$ cat config.mk
export PLATFORM = sky130hd
export DESIGN_NAME = wishbone_arbiter_2m_flat
export DESIGN_NICKNAME = d
export VERILOG_FILES = /design/src/rtl/wishbone_arbiter_2m_if.sv /design/src/rtl/wishbone_arbiter_2m.sv /design/src/flat_wrapper.sv
export SDC_FILE = /design/constraint.sdc
export NUM_CORES = 1
export LEC_CHECK = 0
export BUFFER_PORTS_ARGS = -buffer_cell sky130_fd_sc_hd__buf_4
export CORE_AREA = 2 2 120 122
export DETAILED_ROUTE_END_ITERATION = 8
export DIE_AREA = 0 0 122 124
export PLACE_DENSITY = 0.54
export SETUP_SLACK_MARGIN = 0.2
export SLEW_MARGIN = 40
export SYNTH_ARGS = -nofsm -noshare
export SYNTH_HDL_FRONTEND = slang
export SYNTH_SLANG_ARGS = --single-unit
$ cat constraint.sdc
create_clock -name clk -period 5.25 [get_ports clk]
set_input_delay 0.2625 -clock clk [delete_from_list [all_inputs] [get_ports clk]]
set_output_delay 0.2625 -clock clk [all_outputs]
set_load 0.005 [all_outputs]
$ cat src/rtl/wishbone_arbiter_2m_if.sv
// Purpose: WISHBONE bus bundle shared by the arbiter's two master-side ports
//          and its single downstream port.
// Signals:
//   adr   - address, master to slave
//   dat_w - write data, master to slave
//   dat_r - read data, slave to master
//   we    - write enable
//   stb   - strobe
//   cyc   - bus cycle frame
//   sel   - byte select
//   ack   - acknowledge, slave to master
// Modports:
//   master - the side that issues cycles
//   slave  - the side that answers them
interface wishbone_arbiter_2m_if #(
  parameter int ADDR_W = 32,
  parameter int DATA_W = 32,
  parameter int SEL_W  = 2
) ();
  logic [ADDR_W-1:0] adr;
  logic [DATA_W-1:0] dat_w;
  logic [DATA_W-1:0] dat_r;
  logic              we;
  logic              stb;
  logic              cyc;
  logic [SEL_W-1:0]  sel;
  logic              ack;

  modport master (output adr, dat_w, we, stb, cyc, sel, input dat_r, ack);
  modport slave  (input adr, dat_w, we, stb, cyc, sel, output dat_r, ack);
endinterface

$ cat src/rtl/wishbone_arbiter_2m.sv
// Purpose: two-master round-robin WISHBONE arbiter. Grants the downstream
//          port for whole cyc-framed bus cycles, muxes the owner's request
//          onto it and returns ack/read data to the owner only.
// Ports:
//   clk   - system clock
//   rst   - asynchronous active-high reset
//   m0    - master 0 (processor bridge), slave modport
//   m1    - master 1 (DMA / pattern engine), slave modport
//   s     - downstream interconnect port, master modport
//   gnt_o - one-hot grant, 00 when idle
//   tmo_o - one-cycle timeout pulse
// Optional feature: define WB_ARB_TIMEOUT_EN to enable the stall timeout with
// force-release and per-master lockout. Without it tmo_o is tied low.
//
// state   | meaning
// --------+-------------------------------------------
// ST_IDLE | no owner, downstream outputs held at zero
// ST_OWN0 | master 0 owns the downstream port
// ST_OWN1 | master 1 owns the downstream port
module wishbone_arbiter_2m #(
  parameter int ADDR_W  = 32,
  parameter int DATA_W  = 32,
  parameter int SEL_W   = 2,
  parameter int TIMEOUT = 255
) (
  input  logic                         clk,
  input  logic                         rst,
  wishbone_arbiter_2m_if.slave         m0,
  wishbone_arbiter_2m_if.slave         m1,
  wishbone_arbiter_2m_if.master        s,
  output logic [1:0]                   gnt_o,
  output logic                         tmo_o
);

  // Encoding is the one-hot grant so gnt_o comes straight from flops.
  typedef enum logic [1:0] {
    ST_IDLE = 2'b00,
    ST_OWN0 = 2'b01,
    ST_OWN1 = 2'b10
  } state_t;

  state_t state_q, state_d;
  logic   last_q, last_d;   // index of the most recent owner
  logic   req0, req1;
  logic   tmo_fire;

  logic [ADDR_W-1:0] adr_mux;
  logic [DATA_W-1:0] dat_mux;
  logic [SEL_W-1:0]  sel_mux;
  logic              we_mux, stb_mux, cyc_mux, ack0, ack1;

`ifdef WB_ARB_TIMEOUT_EN
  localparam logic [15:0] TMO_VAL = 16'(TIMEOUT);

  logic [15:0] cnt_q, cnt_d;
  logic        tmo_q, tmo_d;
  logic [1:0]  lock_q, lock_d;
  logic        owner_stb;

  always_comb begin
    owner_stb = ((state_q == ST_OWN0) && m0.stb) || ((state_q == ST_OWN1) && m1.stb);
    cnt_d     = '0;
    if ((state_d == state_q) && owner_stb && !s.ack) cnt_d = cnt_q + 16'd1;
    tmo_d     = (cnt_d == TMO_VAL);
    // A lockout clears once the master has been seen with cyc low.
    lock_d    = lock_q & {m1.cyc, m0.cyc};
    if (tmo_q) begin
      if (state_q == ST_OWN0) lock_d[0] = 1'b1;
      if (state_q == ST_OWN1) lock_d[1] = 1'b1;
    end
  end

  always_ff @(posedge clk or posedge rst) begin
    if (rst) begin
      cnt_q  <= '0;
      tmo_q  <= 1'b0;
      lock_q <= '0;
    end else begin
      cnt_q  <= cnt_d;
      tmo_q  <= tmo_d;
      lock_q <= lock_d;
    end
  end

  assign tmo_fire = tmo_q;
  assign tmo_o    = tmo_q;
  assign req0     = m0.cyc & ~lock_q[0];
  assign req1     = m1.cyc & ~lock_q[1];
`else
  logic unused_tmo_cfg;
  assign unused_tmo_cfg = (TIMEOUT != 0);
  assign tmo_fire       = 1'b0;
  assign tmo_o          = 1'b0;
  assign req0           = m0.cyc;
  assign req1           = m1.cyc;
`endif

  always_comb begin
    state_d = state_q;
    last_d  = last_q;
    case (state_q)
      ST_IDLE: begin
        if (req0 && req1)  state_d = last_q ? ST_OWN0 : ST_OWN1;
        else if (req0)     state_d = ST_OWN0;
        else if (req1)     state_d = ST_OWN1;
      end
      ST_OWN0: begin
        if (!m0.cyc || tmo_fire) begin
          last_d  = 1'b0;
          state_d = req1 ? ST_OWN1 : ST_IDLE;
        end
      end
      ST_OWN1: begin
        if (!m1.cyc || tmo_fire) begin
          last_d  = 1'b1;
          state_d = req0 ? ST_OWN0 : ST_IDLE;
        end
      end
      default: state_d = ST_IDLE;
    endcase
  end

  always_ff @(posedge clk or posedge rst) begin
    if (rst) begin
      state_q <= ST_IDLE;
      last_q  <= 1'b1;
    end else begin
      state_q <= state_d;
      last_q  <= last_d;
    end
  end

  // Request path is purely combinational from the registered owner, so a
  // reset drops the downstream cycle without waiting for a clock.
  always_comb begin
    adr_mux = '0;
    dat_mux = '0;
    sel_mux = '0;
    we_mux  = 1'b0;
    stb_mux = 1'b0;
    cyc_mux = 1'b0;
    ack0    = 1'b0;
    ack1    = 1'b0;
    case (state_q)
      ST_OWN0: begin
        adr_mux = m0.adr;
        dat_mux = m0.dat_w;
        sel_mux = m0.sel;
        we_mux  = m0.we;
        stb_mux = m0.stb;
        cyc_mux = m0.cyc;
        ack0    = s.ack & ~tmo_fire;
      end
      ST_OWN1: begin
        adr_mux = m1.adr;
        dat_mux = m1.dat_w;
        sel_mux = m1.sel;
        we_mux  = m1.we;
        stb_mux = m1.stb;
        cyc_mux = m1.cyc;
        ack1    = s.ack & ~tmo_fire;
      end
      default: ;
    endcase
  end

  assign s.adr    = adr_mux;
  assign s.dat_w  = dat_mux;
  assign s.sel    = sel_mux;
  assign s.we     = we_mux;
  assign s.stb    = stb_mux;
  assign s.cyc    = cyc_mux;
  assign m0.ack   = ack0;
  assign m1.ack   = ack1;
  assign m0.dat_r = s.dat_r;
  assign m1.dat_r = s.dat_r;
  assign gnt_o    = state_q;

endmodule

$ cat src/flat_wrapper.sv
// flat-port wrapper written by rule: the top's interface ports become plain ports
module wishbone_arbiter_2m_flat 
#(
  parameter int ADDR_W  = 32,
  parameter int DATA_W  = 32,
  parameter int SEL_W   = 2,
  parameter int TIMEOUT = 255
)
  (clk, rst, gnt_o, tmo_o, m0_adr, m0_dat_w, m0_we, m0_stb, m0_cyc, m0_sel, m0_dat_r, m0_ack, m1_adr, m1_dat_w, m1_we, m1_stb, m1_cyc, m1_sel, m1_dat_r, m1_ack, s_adr, s_dat_w, s_we, s_stb, s_cyc, s_sel, s_dat_r, s_ack);
  wishbone_arbiter_2m_if #(.ADDR_W(ADDR_W), .DATA_W(DATA_W), .SEL_W(SEL_W)) m0_i ();
  wishbone_arbiter_2m_if #(.ADDR_W(ADDR_W), .DATA_W(DATA_W), .SEL_W(SEL_W)) m1_i ();
  wishbone_arbiter_2m_if #(.ADDR_W(ADDR_W), .DATA_W(DATA_W), .SEL_W(SEL_W)) s_i ();
  input  logic clk;
  input  logic rst;
  output logic [1:0] gnt_o;
  output logic tmo_o;
  input wire logic [$bits(m0_i.adr)-1:0] m0_adr;
  input wire logic [$bits(m0_i.dat_w)-1:0] m0_dat_w;
  input wire logic [$bits(m0_i.we)-1:0] m0_we;
  input wire logic [$bits(m0_i.stb)-1:0] m0_stb;
  input wire logic [$bits(m0_i.cyc)-1:0] m0_cyc;
  input wire logic [$bits(m0_i.sel)-1:0] m0_sel;
  output wire logic [$bits(m0_i.dat_r)-1:0] m0_dat_r;
  output wire logic [$bits(m0_i.ack)-1:0] m0_ack;
  input wire logic [$bits(m1_i.adr)-1:0] m1_adr;
  input wire logic [$bits(m1_i.dat_w)-1:0] m1_dat_w;
  input wire logic [$bits(m1_i.we)-1:0] m1_we;
  input wire logic [$bits(m1_i.stb)-1:0] m1_stb;
  input wire logic [$bits(m1_i.cyc)-1:0] m1_cyc;
  input wire logic [$bits(m1_i.sel)-1:0] m1_sel;
  output wire logic [$bits(m1_i.dat_r)-1:0] m1_dat_r;
  output wire logic [$bits(m1_i.ack)-1:0] m1_ack;
  output wire logic [$bits(s_i.adr)-1:0] s_adr;
  output wire logic [$bits(s_i.dat_w)-1:0] s_dat_w;
  output wire logic [$bits(s_i.we)-1:0] s_we;
  output wire logic [$bits(s_i.stb)-1:0] s_stb;
  output wire logic [$bits(s_i.cyc)-1:0] s_cyc;
  output wire logic [$bits(s_i.sel)-1:0] s_sel;
  input wire logic [$bits(s_i.dat_r)-1:0] s_dat_r;
  input wire logic [$bits(s_i.ack)-1:0] s_ack;
  assign m0_i.adr = m0_adr;
  assign m0_i.dat_w = m0_dat_w;
  assign m0_i.we = m0_we;
  assign m0_i.stb = m0_stb;
  assign m0_i.cyc = m0_cyc;
  assign m0_i.sel = m0_sel;
  assign m0_dat_r = m0_i.dat_r;
  assign m0_ack = m0_i.ack;
  assign m1_i.adr = m1_adr;
  assign m1_i.dat_w = m1_dat_w;
  assign m1_i.we = m1_we;
  assign m1_i.stb = m1_stb;
  assign m1_i.cyc = m1_cyc;
  assign m1_i.sel = m1_sel;
  assign m1_dat_r = m1_i.dat_r;
  assign m1_ack = m1_i.ack;
  assign s_adr = s_i.adr;
  assign s_dat_w = s_i.dat_w;
  assign s_we = s_i.we;
  assign s_stb = s_i.stb;
  assign s_cyc = s_i.cyc;
  assign s_sel = s_i.sel;
  assign s_i.dat_r = s_dat_r;
  assign s_i.ack = s_ack;
  wishbone_arbiter_2m #(.ADDR_W(ADDR_W), .DATA_W(DATA_W), .SEL_W(SEL_W), .TIMEOUT(TIMEOUT)) u_core (.clk(clk), .rst(rst), .m0(m0_i), .m1(m1_i), .s(s_i), .gnt_o(gnt_o), .tmo_o(tmo_o));
endmodule
==> results.yml <==
status:
  run_status: "completed"
global_route:
  grt-ovfl-total: 0
  grt_pass1_wl_um: 10940
  grt_max_degree: 70
  grt_pass1_vias: 2234
  grt_antenna_before_repair: 0
  track_usage_pct: 8.909
synthesis:
  ys_warn_count: 0
  synthArstFlopShare_pct: 100.0
  synth-edff-count: 0
  synthCells: 261
  ys_seq_area_share_pct: 4.138
  yosys.area.top_type: "a22oi_1"
  synth_nets: 439
  synth_compound_area_share_pct: 31.48
  netlist-cell-type-count: 27
  synth.area.mux_share_pct: 0.8141
  synth-seq-cells: 3
  synth_area_sq_mm: 0.001844
  synth_adder_area_share_pct: 3.392
  synth_common_cells: "69 x nor2b_1, 68 x a22oi_1, 65 x buf_4"
  synth_most_common_cell: "nor2b_1"
  synth_xor_area_share_pct: 0
  yosys.area_share.simple_pct: 27.00
  synth.avg_cell_area_sq_um: 7.066
  synth_top_family_by_area: "buffers and inverters"
  yosys_most_used_dff: "dfrtp_1"
  synth_top_area_share_pct: 27.68
  yosys-top-cells-area: "a22oi_1 28%, buf_4 26%, nor2b_1 23%"
critical_path:
  cp_num_buf_inv: 3
  cp_slowest_cell: "ha_2"
  worstReg2RegStart: "u_core.gnt_o[1]"
  cp_top_family: "buffers and inverters"
  path_class: "flip-flop to primary output"
  r2r_slack_ns: 3.20
  timing.rr.end: "u_core.gnt_o[1]"
  crit_top_cell: "buf_4"
  reg2reg_depth: 5
  worstPathRequired_ns: 4.99
  crit_fanout: 37
  critPathLaunchType: "flip-flop"
  worst_setup_path_end_kind: "primary output"
  cp_data_arrival_time_ns: 2.39
  crit_chain: "inv_1 -> ha_2 -> buf_4 -> a22oi_1 -> nor2b_1 -> buf_4"
  max_stage_delay_ns: 0.65
  critical_path.startpoint: "u_core.gnt_o[1]"
drt:
  dr.pass1.iters: 4
  wire_per_inst_um: 13.23
  drt_wl_total_um: 7579
  via_per_inst: 4.005
  antenna_left: 0
  dr_total_vias: 2295
  first_iter_violations: 80
  post-route-drc-count: 0
clock_network:
  cts_tree: "done"
  cts_setup_buffers: 0
  clkSinkCount: 3
  holdBufCountCts: 1
  cts-root-buf: "clkbuf_16"
  htree_levels: 1
  post_cts_resized: 0
  numCtsBuffers: 3
  clock_path_buffers: 2
  clkTransAtPathRegs_ns: 0.03
  clock_latency_ns: 0.23
timing:
  slew_headroom_pct: 50.54
  min_period_ns: 2.654
  finalClockSkew_ns: 0.003003
  post-route-period-util_pct: 50.56
  max_freq_mhz: 376.7
  drv_slew: 0
  setup_viol: 0
  fin_tns_setup_ns: 0
  rsz0062_at_grt: "false"
  timing.hold.ws_ns: 0.3579
  hold_viol_final: 0
  worstMarginPinSlew_ns: 0.7419
cells_and_area:
  fin_area_sq_mm: 0.003198
  area_delta_synth_final_pct: 73.41
  antennaDiodeCount: 0
  fin_cells: 573
  nets: 572
  drive_gt1_share_pct: 57.76
placed_design:
  dp_hpwl_um: 6044
  dpl.cell_count: 568
  gp_congestion: 0.7591
  placed_cell_area_sq_mm: 0.003107
  numPortBuffers: 213
floorplan:
  coreArea_sq_mm: 0.01372
  die_width_um: 122
  placementRows: 43
  chipHeight_um: 124
  pin_count: 311
  initial_core_util_pct: 13.44
  dieArea_sq_mm: 0.01513
power:
  max-vdd-ir-drop_mv: 0.1607
  p_per_area_mw_per_mm2: 402.8
  pwr-share-comb_pct: 86.4
  p_sw_share_pct: 42.23
  p_leak_nw: 1.479
  p_seq_share_pct: 4.0
  p_int_uw: 744.2
  clock_power_share_pct: 9.6
  switchingPower_uw: 544.1
worst_hold_path:
  whs_endpoint: "u_core.gnt_o[0]"
  holdPathStages: 3
  min_from: "m0_cyc"
  hold_path.class: "primary input to flip-flop"
flow_run:
  cap_violations: 0
[flip-flops by register name, indices dropped and copies added (netlist names)]
name           flops
u_core.gnt_o       2
u_core.last_q      1
[cells in the final DEF (no fill, tap or decap), types with 3 or more instances in the layout]
cell type  synthesis  layout
a22oi_1           68      68
and2_1             3       3
buf_4             65     216
clkbuf_16          0       3
ha_2               0       3
inv_1              5       5
nor2b_1           69      69
[per-stage QoR]
step	total power [mW]	util [%]	setup slack [ns]
3_3_place_gp	1.159	22.64	2.897
6_report	1.288	23.31	2.596
2_1_floorplan	0.7309	-	3.548
4_1_cts	1.301	23.29	2.565
3_5_place_dp	1.170	22.64	2.818
5_1_grt	1.411	23.31	2.410
[layer usage]
layer	GRT usage, %	vias to the layer above	part of all wire [%]
met5	0	-	0
li1	-	1107	-
met1	10.35	1035	37
met4	3.017	0	2.0
met3	1.923	17	9.7
met2	16.17	136	51
[power groups by stage]
stage | Clock (mW) | Sequential, mW | Combinational (mW)
2_1_floorplan | 0 | 0.0482 | 0.683
3_3_place_gp | 0 | 0.0504 | 1.11
3_5_place_dp | 0 | 0.0509 | 1.12
4_1_cts | 0.126 | 0.0515 | 1.12
5_1_grt | 0.130 | 0.0546 | 1.23
6_report | 0.124 | 0.0516 | 1.11
[worst reg2reg max path, delay by kind of cell (launching register included)]
family | cells | cell delay, ns
compound gates | 1 | 0.30
fa+ha+maj | 1 | 0.65
buf+inv | 1 | 0.11
simple gates | 1 | 0.15
mux | 1 | 0.29
flops | 1 | 0.43
[cell type report]
cell class / instances / area, sq um
Timing Repair Buffer: 217 / 1632
Inverter: 5 / 18.77
Fill cell: 1520 / 10520
Multi-Input combinational cell: 164 / 1167
Tap cell: 180 / 225.2
Sequential cell: 3 / 76.32
Clock buffer: 4 / 78.83
[worst max-delay path by stage]
| stage | end | slack, ns | depth (start not counted) |
|---|---|---|---|
| finish | s_adr[5] | 2.60 | 6 |
| global route | s_adr[31] | 2.41 | 6 |
| CTS | s_adr[5] | 2.57 | 5 |
| detailed placement | s_adr[5] | 2.82 | 5 |
| global placement | s_adr[9] | 2.90 | 6 |
| floorplan | s_dat_w[1] | 3.55 | 7 |
[cells by family after synthesis]
| family | Yosys count |
|---|---|
| buffers and inverters | 94 |
| DFF | 3 |
| and+or+nand+nor | 80 |
| muxes | 1 |
| adders and majority gates | 5 |
| other | 1 |
| AOI/OAI and AO/OA | 77 |
Note: power is estimated with default switching activity, not from simulation.
